$ cat config.mk
export PLATFORM = sky130hd
export DESIGN_NAME = psum_accum_flat
export DESIGN_NICKNAME = d
export VERILOG_FILES = /design/src/rtl/psum_accum_pkg.sv /design/src/rtl/psum_accum_if.sv /design/src/rtl/psum_lane_add.sv /design/src/rtl/psum_accum.sv /design/src/flat_wrapper.sv
export SDC_FILE = /design/constraint.sdc
export NUM_CORES = 1
export LEC_CHECK = 0
export ABC_AREA = 1
export BUFFER_PORTS_ARGS = -buffer_cell sky130_fd_sc_hd__buf_2
export CAP_MARGIN = 30
export CORE_MARGIN = 2
export CORE_UTILIZATION = 45
export DETAILED_ROUTE_END_ITERATION = 10
export GPL_TIMING_DRIVEN = 1
export PLACE_DENSITY = 0.68
export SYNTH_ARGS = -nofsm -noshare
export SYNTH_HDL_FRONTEND = slang
export SYNTH_HIERARCHICAL = 1
export SYNTH_SLANG_ARGS = --single-unit
$ cat constraint.sdc
create_clock -name clk -period 3.4 [get_ports clk]
set_input_delay 0.51 -clock clk [delete_from_list [all_inputs] [get_ports clk]]
set_output_delay 0.51 -clock clk [all_outputs]
set_load 0.1 [all_outputs]
$ cat src/rtl/psum_accum_pkg.sv
// psum_accum_pkg: shared definitions for the partial-sum accumulator.
// Holds the FSM state encoding, the default geometry (lanes per row, lane
// width, rows per pass) and the width-generic saturate / ReLU helpers used
// by every lane.
package psum_accum_pkg;

  localparam int COL     = 8;
  localparam int PSUM_BW = 16;
  localparam int DEPTH   = 16;

  // Helpers work on a wide signed container so one definition serves any
  // lane width up to WIDE-1 bits.
  localparam int WIDE = 64;

  typedef enum logic [1:0] {
    ST_IDLE = 2'd0,
    ST_RD   = 2'd1,
    ST_WR   = 2'd2,
    ST_DONE = 2'd3
  } state_t;

  // Clamp a sign-extended sum into the signed range of a bw-bit lane.
  function automatic logic signed [WIDE-1:0] sat_fn(input logic signed [WIDE-1:0] sum,
                                                    input int bw);
    logic signed [WIDE-1:0] max_v;
    logic signed [WIDE-1:0] min_v;
    logic signed [WIDE-1:0] res;
    max_v = (64'sd1 <<< (bw - 1)) - 64'sd1;
    min_v = -max_v - 64'sd1;
    if (sum > max_v) begin
      res = max_v;
    end else if (sum < min_v) begin
      res = min_v;
    end else begin
      res = sum;
    end
    return res;
  endfunction

  // Zero out negative values when en is set; pass through otherwise.
  function automatic logic signed [WIDE-1:0] relu_fn(input logic signed [WIDE-1:0] v,
                                                     input logic en);
    logic signed [WIDE-1:0] res;
    if (en && (v < 64'sd0)) begin
      res = 64'sd0;
    end else begin
      res = v;
    end
    return res;
  endfunction

endpackage

$ cat src/rtl/psum_accum_if.sv
// psum_accum_if: bundles the row input stream and the PMEM port.
//   in_valid/in_ready/in_data : row stream from the OFIFO read side
//   OP_q                      : PMEM read data (one cycle after a read)
//   OP_d/OP_addr/OP_cen/OP_wen: PMEM write data, address, active-low enables
// master = accumulator side, slave = stream source + memory side.
interface psum_accum_if
  import psum_accum_pkg::*;
#(
  parameter int col     = COL,
  parameter int psum_bw = PSUM_BW,
  parameter int aw      = $clog2(DEPTH)
);

  logic                     in_valid;
  logic                     in_ready;
  logic [col*psum_bw-1:0]   in_data;
  logic [col*psum_bw-1:0]   OP_q;
  logic [col*psum_bw-1:0]   OP_d;
  logic [aw-1:0]            OP_addr;
  logic                     OP_cen;
  logic                     OP_wen;

  modport master (
    input  in_valid, in_data, OP_q,
    output in_ready, OP_d, OP_addr, OP_cen, OP_wen
  );

  modport slave (
    output in_valid, in_data, OP_q,
    input  in_ready, OP_d, OP_addr, OP_cen, OP_wen
  );

endinterface

$ cat src/rtl/psum_lane_add.sv
// psum_lane_add: one lane of the accumulator.
//   a, b : signed lane operands
//   relu : clamp negative results to zero
//   y    : saturated (and optionally rectified) sum
module psum_lane_add
  import psum_accum_pkg::*;
#(
  parameter int psum_bw = PSUM_BW
) (
  input  logic signed [psum_bw-1:0] a,
  input  logic signed [psum_bw-1:0] b,
  input  logic                      relu,
  output logic signed [psum_bw-1:0] y
);

  logic signed [psum_bw:0]  sum_s;
  logic signed [WIDE-1:0]   wide_s;
  logic signed [WIDE-1:0]   sat_s;
  logic signed [WIDE-1:0]   rect_s;
  logic                     unused_hi_s;

  // One guard bit makes the raw sum exact before clamping.
  always_comb begin
    sum_s  = {a[psum_bw-1], a} + {b[psum_bw-1], b};
    wide_s = WIDE'(sum_s);
    sat_s  = sat_fn(wide_s, psum_bw);
    rect_s = relu_fn(sat_s, relu);
    y      = rect_s[psum_bw-1:0];
  end

  // After clamping the upper bits are only sign copies.
  assign unused_hi_s = ^rect_s[WIDE-1:psum_bw];

endmodule

$ cat src/rtl/psum_accum.sv
// psum_accum: accumulates rows of partial sums into PMEM, one pass of
// depth rows per start pulse.
//   clk, reset             : clock, synchronous active-high reset
//   start                  : one-cycle pulse beginning a pass
//   first_pass, last_pass,
//   relu_en                : pass modes, sampled with start
//   bus (master)           : row stream in + PMEM port out
//   busy                   : pass in progress
//   done                   : one-cycle pulse after the last write
// First pass overwrites PMEM at one row per cycle; later passes read the
// stored row, add the incoming row and write back (one row per two cycles).
module psum_accum
  import psum_accum_pkg::*;
#(
  parameter int col     = COL,
  parameter int psum_bw = PSUM_BW,
  parameter int depth   = DEPTH
) (
  input  logic               clk,
  input  logic               reset,
  input  logic               start,
  input  logic               first_pass,
  input  logic               last_pass,
  input  logic               relu_en,
  psum_accum_if.master       bus,
  output logic               busy,
  output logic               done
);

  localparam int             aw        = $clog2(depth);
  localparam int             rw        = col * psum_bw;
  localparam logic [aw-1:0]  last_addr = aw'(depth - 1);

  state_t          state_r;
  state_t          state_s;
  logic [aw-1:0]   addr_r;
  logic [aw-1:0]   addr_s;
  logic            first_r;
  logic            relu_r;
  logic [rw-1:0]   row_r;
  logic [rw-1:0]   sum_s;
  logic            start_take_s;
  logic            row_load_s;
  logic            rd_fire_s;
  logic            wr_fire_s;
  logic            in_ready_s;

  // Lane operands: overwrite mode passes the incoming row through (b = 0),
  // accumulate mode adds the registered row to the PMEM read data.
  for (genvar i = 0; i < col; i++) begin : g_lane
    logic signed [psum_bw-1:0] a_s;
    logic signed [psum_bw-1:0] b_s;
    assign a_s = first_r ? bus.in_data[psum_bw*i +: psum_bw] : row_r[psum_bw*i +: psum_bw];
    assign b_s = first_r ? {psum_bw{1'b0}} : bus.OP_q[psum_bw*i +: psum_bw];
    psum_lane_add #(.psum_bw(psum_bw)) u_lane (
      .a    (a_s),
      .b    (b_s),
      .relu (relu_r),
      .y    (sum_s[psum_bw*i +: psum_bw])
    );
  end

  // State, address, latched pass modes and the registered input row.
  always_ff @(posedge clk) begin
    if (reset) begin
      state_r <= ST_IDLE;
      addr_r  <= '0;
      first_r <= 1'b0;
      relu_r  <= 1'b0;
      row_r   <= '0;
    end else begin
      state_r <= state_s;
      addr_r  <= addr_s;
      if (start_take_s) begin
        first_r <= first_pass;
        relu_r  <= last_pass && relu_en;
      end
      if (row_load_s) begin
        row_r <= bus.in_data;
      end
    end
  end

  // Next-state logic and the per-cycle read/write decisions.
  always_comb begin
    state_s      = state_r;
    addr_s       = addr_r;
    start_take_s = 1'b0;
    row_load_s   = 1'b0;
    rd_fire_s    = 1'b0;
    wr_fire_s    = 1'b0;
    in_ready_s   = 1'b0;
    case (state_r)
      ST_IDLE: begin
        if (start) begin
          start_take_s = 1'b1;
          addr_s       = '0;
          state_s      = first_pass ? ST_WR : ST_RD;
        end else begin
          state_s = ST_IDLE;
        end
      end
      ST_RD: begin
        in_ready_s = 1'b1;
        if (bus.in_valid) begin
          rd_fire_s  = 1'b1;
          row_load_s = 1'b1;
          state_s    = ST_WR;
        end else begin
          state_s = ST_RD;
        end
      end
      ST_WR: begin
        // Overwrite mode waits for a row here; accumulate mode always has
        // its operands ready (read data arrived this cycle).
        if (first_r) begin
          in_ready_s = 1'b1;
          wr_fire_s  = bus.in_valid;
        end else begin
          wr_fire_s = 1'b1;
        end
        if (wr_fire_s) begin
          if (addr_r == last_addr) begin
            addr_s  = '0;
            state_s = ST_DONE;
          end else begin
            addr_s  = addr_r + aw'(1);
            state_s = first_r ? ST_WR : ST_RD;
          end
        end else begin
          state_s = ST_WR;
        end
      end
      ST_DONE: begin
        state_s = ST_IDLE;
      end
      default: begin
        state_s = ST_IDLE;
      end
    endcase
  end

  // Output drive; reset masks everything so a pending write is dropped.
  always_comb begin
    bus.in_ready = 1'b0;
    bus.OP_cen   = 1'b1;
    bus.OP_wen   = 1'b1;
    bus.OP_addr  = '0;
    bus.OP_d     = '0;
    busy         = 1'b0;
    done         = 1'b0;
    if (reset) begin
      bus.OP_cen = 1'b1;
    end else begin
      bus.in_ready = in_ready_s;
      bus.OP_addr  = addr_r;
      busy         = (state_r == ST_RD) || (state_r == ST_WR);
      done         = (state_r == ST_DONE);
      if (wr_fire_s) begin
        bus.OP_cen = 1'b0;
        bus.OP_wen = 1'b0;
        bus.OP_d   = sum_s;
      end else if (rd_fire_s) begin
        bus.OP_cen = 1'b0;
      end else begin
        bus.OP_cen = 1'b1;
      end
    end
  end

endmodule

$ cat src/flat_wrapper.sv
// flat-port wrapper written by rule: the top's interface ports become plain ports
module psum_accum_flat import psum_accum_pkg::*;
#(
  parameter int col     = COL,
  parameter int psum_bw = PSUM_BW,
  parameter int depth   = DEPTH
)
  (clk, reset, start, first_pass, last_pass, relu_en, busy, done, bus_in_valid, bus_in_data, bus_OP_q, bus_in_ready, bus_OP_d, bus_OP_addr, bus_OP_cen, bus_OP_wen);
  psum_accum_if #(.col(col), .psum_bw(psum_bw)) bus_i ();
  input  logic clk;
  input  logic reset;
  input  logic start;
  input  logic first_pass;
  input  logic last_pass;
  input  logic relu_en;
  output logic busy;
  output logic done;
  input wire logic [$bits(bus_i.in_valid)-1:0] bus_in_valid;
  input wire logic [$bits(bus_i.in_data)-1:0] bus_in_data;
  input wire logic [$bits(bus_i.OP_q)-1:0] bus_OP_q;
  output wire logic [$bits(bus_i.in_ready)-1:0] bus_in_ready;
  output wire logic [$bits(bus_i.OP_d)-1:0] bus_OP_d;
  output wire logic [$bits(bus_i.OP_addr)-1:0] bus_OP_addr;
  output wire logic [$bits(bus_i.OP_cen)-1:0] bus_OP_cen;
  output wire logic [$bits(bus_i.OP_wen)-1:0] bus_OP_wen;
  assign bus_i.in_valid = bus_in_valid;
  assign bus_i.in_data = bus_in_data;
  assign bus_i.OP_q = bus_OP_q;
  assign bus_in_ready = bus_i.in_ready;
  assign bus_OP_d = bus_i.OP_d;
  assign bus_OP_addr = bus_i.OP_addr;
  assign bus_OP_cen = bus_i.OP_cen;
  assign bus_OP_wen = bus_i.OP_wen;
  psum_accum #(.col(col), .psum_bw(psum_bw), .depth(depth)) u_core (.clk(clk), .reset(reset), .start(start), .first_pass(first_pass), .last_pass(last_pass), .relu_en(relu_en), .bus(bus_i), .busy(busy), .done(done));
endmodule
# Word level (Yosys, flattened, before mapping)
# Cells that the tools add are included.
word_totals:
  reg_bits: 136
  input_bits: 263
  output_inout_bits: 137
  word_cells: 128
classes:
  addsub: 9
  n_lt_le_gt_ge: 24
  n_eq_ne: 6
  n_mux: 71
  reduce_logical: 13
ops:
  columns: ["op", "n"]
  rows:
  - ["2-to-1 mux 64 bit", 16]
  - ["< comparator 64 x 1 -> 1 bit, second input constant", 8]
  - ["2-to-1 mux 16 bit", 24]
  - ["2-to-1 mux 128 bit", 2]
  - ["adder 16 x 16 -> 17 bit", 8]
  - ["greater-than comparator 17 x 16 -> 1 bit, second input constant", 8]
  - ["< comparator 17 x 16 -> 1 bit, second input constant", 8]
  - ["2-to-1 mux 1 bit", 16]
  - ["2-to-1 mux 4 bit", 4]
  - ["2-to-1 mux 2 bit", 6]
  - ["logical AND 1 bit", 9]
  - ["one-hot mux 2 bit (4 select lines)", 1]
  - ["one-hot mux 4 bit (2 select lines)", 1]
  - ["adder 4 x 1 -> 4 bit, second input constant", 1]
  - ["equality test 2 bit, second input constant", 2]
  - ["equality test 4 bit, second input constant", 1]
  - ["!= test 2 bit, second input constant", 2]
  - ["AND reduction 3 bit", 1]
  - ["equality test 2 x 1 -> 1 bit, second input constant", 1]
  - ["zero test 2 bit", 1]
  - ["one-hot mux 1 bit (2 select lines)", 1]
  - ["nonzero test 2 bit", 1]
  - ["logical OR 1 bit", 1]

# Logic depth before layout (Yosys ltp)
logic_depth:
  ltp_word: 10
  ltp_mapped: 24
  ltp_nobuf: 20

# Modules after synthesis
# The synthesis kept the hierarchy.
by_module_without_submodules:
  columns: ["module", "n_inst", "cells_per_inst", "area_each_um2", "seq_area_each_um2"]
  rows:
  - ["psum_accum", 1, 1461, 9245.1, 2722.6]
  - ["psum_lane_add (u_core.g_lane[0].u_lane ...)", 4, 210, 1179.9, 0.0]
  - ["psum_lane_add (u_core.g_lane[4].u_lane ...)", 4, 206, 1149.9, 0.0]

# Worst setup path after synthesis
# OpenSTA, ideal clock, no wires.
synth_path:
  path_type: "reg-to-output"
  start: "register u_core.first_r"
  end: "output bus_OP_d[121]"
  t_arrival_ns: 3.755
  t_required_ns: 2.890
  slack_ns: -0.865
  stages_incl_launch_ff: 25
  path_buffers: 4
  path_cell_list: "dfxtp_1 buf_4 buf_2 buf_2 nand2_1 o21ai_0 ha_1 inv_1 fa_1 inv_1 nand2_1 nand2_1 nand3_1 nand2_2 nand2_2 nand2_1 nand2_1 nand2_2 inv_2 nand2_4 buf_12 nand2_2 nand2_1 inv_1 nor2_1"
synth_via:
  elab_chain_len: 10
  elab_cells_between_ends: 15
  cone_classes: "add/sub: 1; order compare: 3; mux: 10; reduce/logical: 1"
synth_rtl:
  columns: ["item", "line", "source"]
  rows:
  - ["from (decl)", "psum_accum.sv:38", "logic first_r;"]
  - ["from (signal assigned)", "psum_accum.sv:75", "first_r <= first_pass;"]
  - ["2-to-1 mux 16 bit *", "psum_accum.sv:53", "assign a_s = first_r ? bus.in_data[psum_bw*i +: psum_bw] : row_r[psum_bw*i +: psum_bw];"]
  - ["via u_core.g_lane[7].a_s[0]", "psum_accum.sv:51", "logic signed [psum_bw-1:0] a_s;"]
  - ["adder 16 x 16 -> 17 bit *", "psum_lane_add.sv:24", "sum_s = {a[psum_bw-1], a} + {b[psum_bw-1], b};"]
  - ["< comparator 17 x 16 -> 1 bit", "psum_accum_pkg.sv:32", "end else if (sum < min_v) begin"]
  - ["2-to-1 mux 64 bit", "psum_accum_pkg.sv:32", null]
  - ["2-to-1 mux 64 bit *", "psum_accum_pkg.sv:30", "if (sum > max_v) begin"]
  - ["< comparator 64 x 1 -> 1 bit", "psum_accum_pkg.sv:44", "if (en && (v < 64'sd0)) begin"]
  - ["logical AND 1 bit", "psum_accum_pkg.sv:44", null]
  - ["2-to-1 mux 16 bit *", "psum_accum_pkg.sv:44", null]
  - ["via u_core.sum_s[121]", "psum_accum.sv:41", "logic [rw-1:0] sum_s;"]
  - ["2-to-1 mux 128 bit *", "psum_accum.sv:159", "if (wr_fire_s) begin"]
  - ["2-to-1 mux 128 bit *", "psum_accum.sv:152", "if (reset) begin"]
  - ["to (decl)", "flat_wrapper.sv:22", "output wire logic [$bits(bus_i.OP_d)-1:0] bus_OP_d;"]
# The timed path passes the listed nets; every way through them passes the cells marked *. The select of a mux whose other input is x is not followed.

# Final worst setup path
layout_path:
  start: "register u_core.first_r"
  end: "output bus_OP_d[5]"
layout_via:
  elab_chain_len: 10
  elab_cells_between_ends: 15
  cone_classes: "add/sub: 1; order compare: 3; mux: 10; reduce/logical: 1"
layout_rtl:
  columns: ["item", "line"]
  rows:
  - ["2-to-1 mux 16 bit *", "psum_accum.sv:53"]
  - ["via u_core.g_lane[0].a_s[0]", "psum_accum.sv:51"]
  - ["adder 16 x 16 -> 17 bit *", "psum_lane_add.sv:24"]
  - ["< comparator 17 x 16 -> 1 bit", "psum_accum_pkg.sv:32"]
  - ["2-to-1 mux 64 bit", "psum_accum_pkg.sv:32"]
  - ["2-to-1 mux 64 bit *", "psum_accum_pkg.sv:30"]
  - ["< comparator 64 x 1 -> 1 bit", "psum_accum_pkg.sv:44"]
  - ["logical AND 1 bit", "psum_accum_pkg.sv:44"]
  - ["2-to-1 mux 16 bit *", "psum_accum_pkg.sv:44"]
  - ["via u_core.sum_s[5]", "psum_accum.sv:41"]
  - ["2-to-1 mux 128 bit *", "psum_accum.sv:159"]
  - ["2-to-1 mux 128 bit *", "psum_accum.sv:152"]
# Marked as above.

==> flow_summary_export.csv <==
group,metric,value,unit
sta,setup_viol,128,
sta,max_freq,259.9,MHz
drt,vias_per_cell,4.889,
drt,routedWlPerCell,14.11,um
yosys,syn_avg_cell_area,5.940,sq um
power_and_ir_drop,vdd_drop_max,333.7,uV
grt,grt_pass1_wl,85570,um
worst_setup_path,end_kind,"output pin",
worst_setup_path,required,2.89,ns
clock_network,path_clk_slew,0.06,ns
drt,ant_nets,0,
drt,drtIter0Drc,1172,
clock_network,clkLatencyLatePin,0.43,ns
drt,drc_errors,0,
finish,drive_above_1_share,0.3834,
die,die_y,207.1,um
drt,route.top_layer_used,"met5",
worst_setup_path,worstRegToRegCells,6,
outcome,status,"finished with violations",
sta,hold_viol,0,
drt,routed-wl-met3,3455,um
place,gp_congestion,0.9356,
yosys,synth_ff_type,"dfxtp_1",
sta,slew-limit-headroom,0.2916,
finish,nFillCells,3528,
finish,syn_to_final_growth,45.36,%
sta,post-route-period-util,1.132,
drt,drtPass1Iterations,6,
die,fp.coreArea,40740,sq um
yosys,syn-instance-count,3125,
place,detailed_place_hpwl,40990,um
worst_setup_path,crit_path_start,"u_core/first_r$_SDFFE_PP0P_",
grt,grt_max_degree,258,
grt,grtUsageTotal,0.2365,
clock_network,clock_path_buffers,2,
place,io_buffers,399,
job,drv_cap,0,
worst_setup_path,path_class,"flop to output pin",
sta,skew,0.009175,ns
power_and_ir_drop,p_per_area,351.2,nW/um^2
clock_network,cts_tree,"done",
worst_setup_path,critPathCapture,"bus_OP_d[5]",
yosys,synth_seq_cells,136,
finish,nNetsFinal,4039,
clock_network,cts_hold_buf,0,
worst_setup_path,regToRegSetupSlack,1.27,ns
sta,slew_violations,0,
grt,overflow,0,
clock_network,cts_made_buffers,17,
sta,tightestPinTransition,1.063,ns
yosys,synth_area,18560,sq um
clock_network,clock_sinks,136,
clock_network,clockRootBuffer,"clkbuf_16",
grt,antenna_found_initial,18,
hold_path,worstHoldPathType,"primary input to flop",
die,dieArea,42890,sq um
power_and_ir_drop,leakage,13.90,nW
drt,met1_length,25370,um
sta,rsz0062_at_grt,"true",
worst_setup_path,critPathLaunchType,"flop",
worst_setup_path,cp_max_fo,8,
die,start_util,0.4557,
drt,wl_met2,28760,um
sta,period_minus_slack,3.848,ns
worst_setup_path,cp.arrival,3.34,ns
die,rows,74,
yosys,async_flop_share,0,
die,ios,400,
worst_setup_path,r2r-end,"u_core/row_r[34]$_SDFFE_PP0P_",
grt,grt_pass1_vias,17910,
yosys,synth_edf_count,0,
drt,wl,59190,um
sta,setup_ws,-0.4478,ns
outcome,violations,"negative setup slack",
drt,via_count,20510,
yosys,yosysWarningCount,6,
sta,finalSetupTns,-43.21,ns
sta,holdWs,0.3493,ns
yosys,syn-num-nets,3530,
worst_setup_path,reg2reg_from,"u_core/state_r[1]$_SDFF_PP0_",
yosys,synth_cell_types,33,
die,die_w,207.1,um
clock_network,cts_max_level,4,
yosys,seq_area_frac_synth,0.1467,
[cell families after synthesis]
group,Yosys count,synth area share
fa+ha+maj,142,0.09894
buf+inv,785,0.1810
compound gates,505,0.1408
xor+xnor,85,0.04010
flops,136,0.1467
simple gates,1472,0.3925
[worst max-delay path, cell delays in order (launching register included)]
cell       delay, ns
dfxtp_4         0.37
buf_12          0.15
buf_12          0.15
clkbuf_16       0.16
o21ai_2         0.10
ha_2            0.19
inv_2           0.04
fa_2            0.36
inv_2           0.06
nand2_2         0.05
nand2_2         0.07
nand3_2         0.06
nand2_2         0.10
nand2_2         0.06
nand2_1         0.05
nand2_1         0.05
nand2_2         0.13
nand2_2         0.09
buf_6           0.14
buf_4           0.13
nand2_2         0.07
inv_2           0.04
nor2_4          0.09
buf_12          0.18
[synthesized netlist by cell type (20+ instances only)]
library cell	n	area share
nand3_1	84	0.023
xnor2_1	20	0.0094
nand2_2	185	0.062
dfxtp_1	136	0.15
ha_1	134	0.090
a21oi_1	218	0.059
xor2_1	65	0.031
inv_2	66	0.013
nand2_1	744	0.15
clkbuf_1	50	0.010
o21ai_0	260	0.070
buf_2	37	0.010
inv_1	603	0.12
nor2_4	100	0.061
nor2_1	254	0.051
[state kept, by name, indices dropped and copies added, names as in the netlist]
signal / flops
u_core/row_r: 128
u_core/state_r: 2
u_core/first_r: 1
u_core/relu_r: 1
u_core/addr_r: 4
[per-layer routing]
| layer | track usage | vias to the layer above |
|---|---|---|
| met1 | 0.3005 | 9234 |
| met5 | 0 | - |
| li1 | - | 10560 |
| met4 | 0.06724 | 8 |
| met2 | 0.4053 | 607 |
| met3 | 0.04609 | 101 |
[per-stage QoR]
| stage | utilization | instances | total power [mW] | cell area (sq um) | setup WS, ns |
|---|---|---|---|---|---|
| after global placement | 0.5760 | 4030 | 6.297 | 23460 | 0.03256 |
| after floorplan | - | 3125 | 5.297 | 18880 | -0.01034 |
| after global routing | 0.6622 | 4193 | 10.09 | 26980 | -0.6333 |
| after CTS | 0.5977 | 4067 | 8.392 | 24350 | -0.4215 |
| after detailed placement | 0.5760 | 4030 | 6.328 | 23460 | -0.005136 |
| final | 0.6624 | 4196 | 9.477 | 26980 | -0.4478 |
[cells in the final DEF, fill, tap and decap left out, types with 106 or more instances in the layout]
cell type / count
nor2_1: 196
a21oi_1: 191
buf_12: 149
nand2_1: 609
nor2_4: 138
nand2_2: 278
buf_4: 129
inv_1: 530
buf_2: 269
ha_1: 106
inv_2: 129
o21ai_0: 186
dfxtp_1: 135
[repair_timing]
item                                    4_1_cts  5_1_grt
cloned                                        2       32
endpoints found under the setup margin      128      128
setup buffers                                 4       79
pin swaps                                     7      189
resized for setup                            65      475
[worst min-delay path by stage]
stage | start | endpoint | slack [ns] | cells past startpoint
final | last_pass | u_core/relu_r$_SDFFE_PP0P_ | 0.35 | 3
after global routing | relu_en | u_core/relu_r$_SDFFE_PP0P_ | 0.34 | 3
after CTS | last_pass | u_core/relu_r$_SDFFE_PP0P_ | 0.32 | 3
after detailed placement | u_core/row_r[105]$_SDFFE_PP0P_ | u_core/row_r[105]$_SDFFE_PP0P_ | 0.44 | 2
after global placement | u_core/row_r[88]$_SDFFE_PP0P_ | u_core/row_r[88]$_SDFFE_PP0P_ | 0.44 | 2
after floorplan | u_core/row_r[0]$_SDFFE_PP0P_ | u_core/row_r[0]$_SDFFE_PP0P_ | 0.42 | 2
[power breakdown]
group	switching (mW)	internal (mW)
registers	0.0204	1.65
logic	3.63	2.29
clock network	0.777	1.10
[area by class of cell]
| type | count | area, sq um | area share |
|---|---|---|---|
| Sequential cell | 136 | 2726 | 0.1010 |
| Multi-Input combinational cell | 2211 | 14140 | 0.5240 |
| Inverter | 669 | 2535 | 0.09394 |
| Clock inverter | 10 | 122.6 | 0.004544 |
| Timing Repair Buffer | 599 | 6299 | 0.2334 |
| Antenna cell | 18 | 45.04 | 0.001669 |
| Clock buffer | 21 | 450.4 | 0.01669 |
| Tap cell | 532 | 665.6 | 0.02467 |
Note: power is estimated with default switching activity, not from simulation.
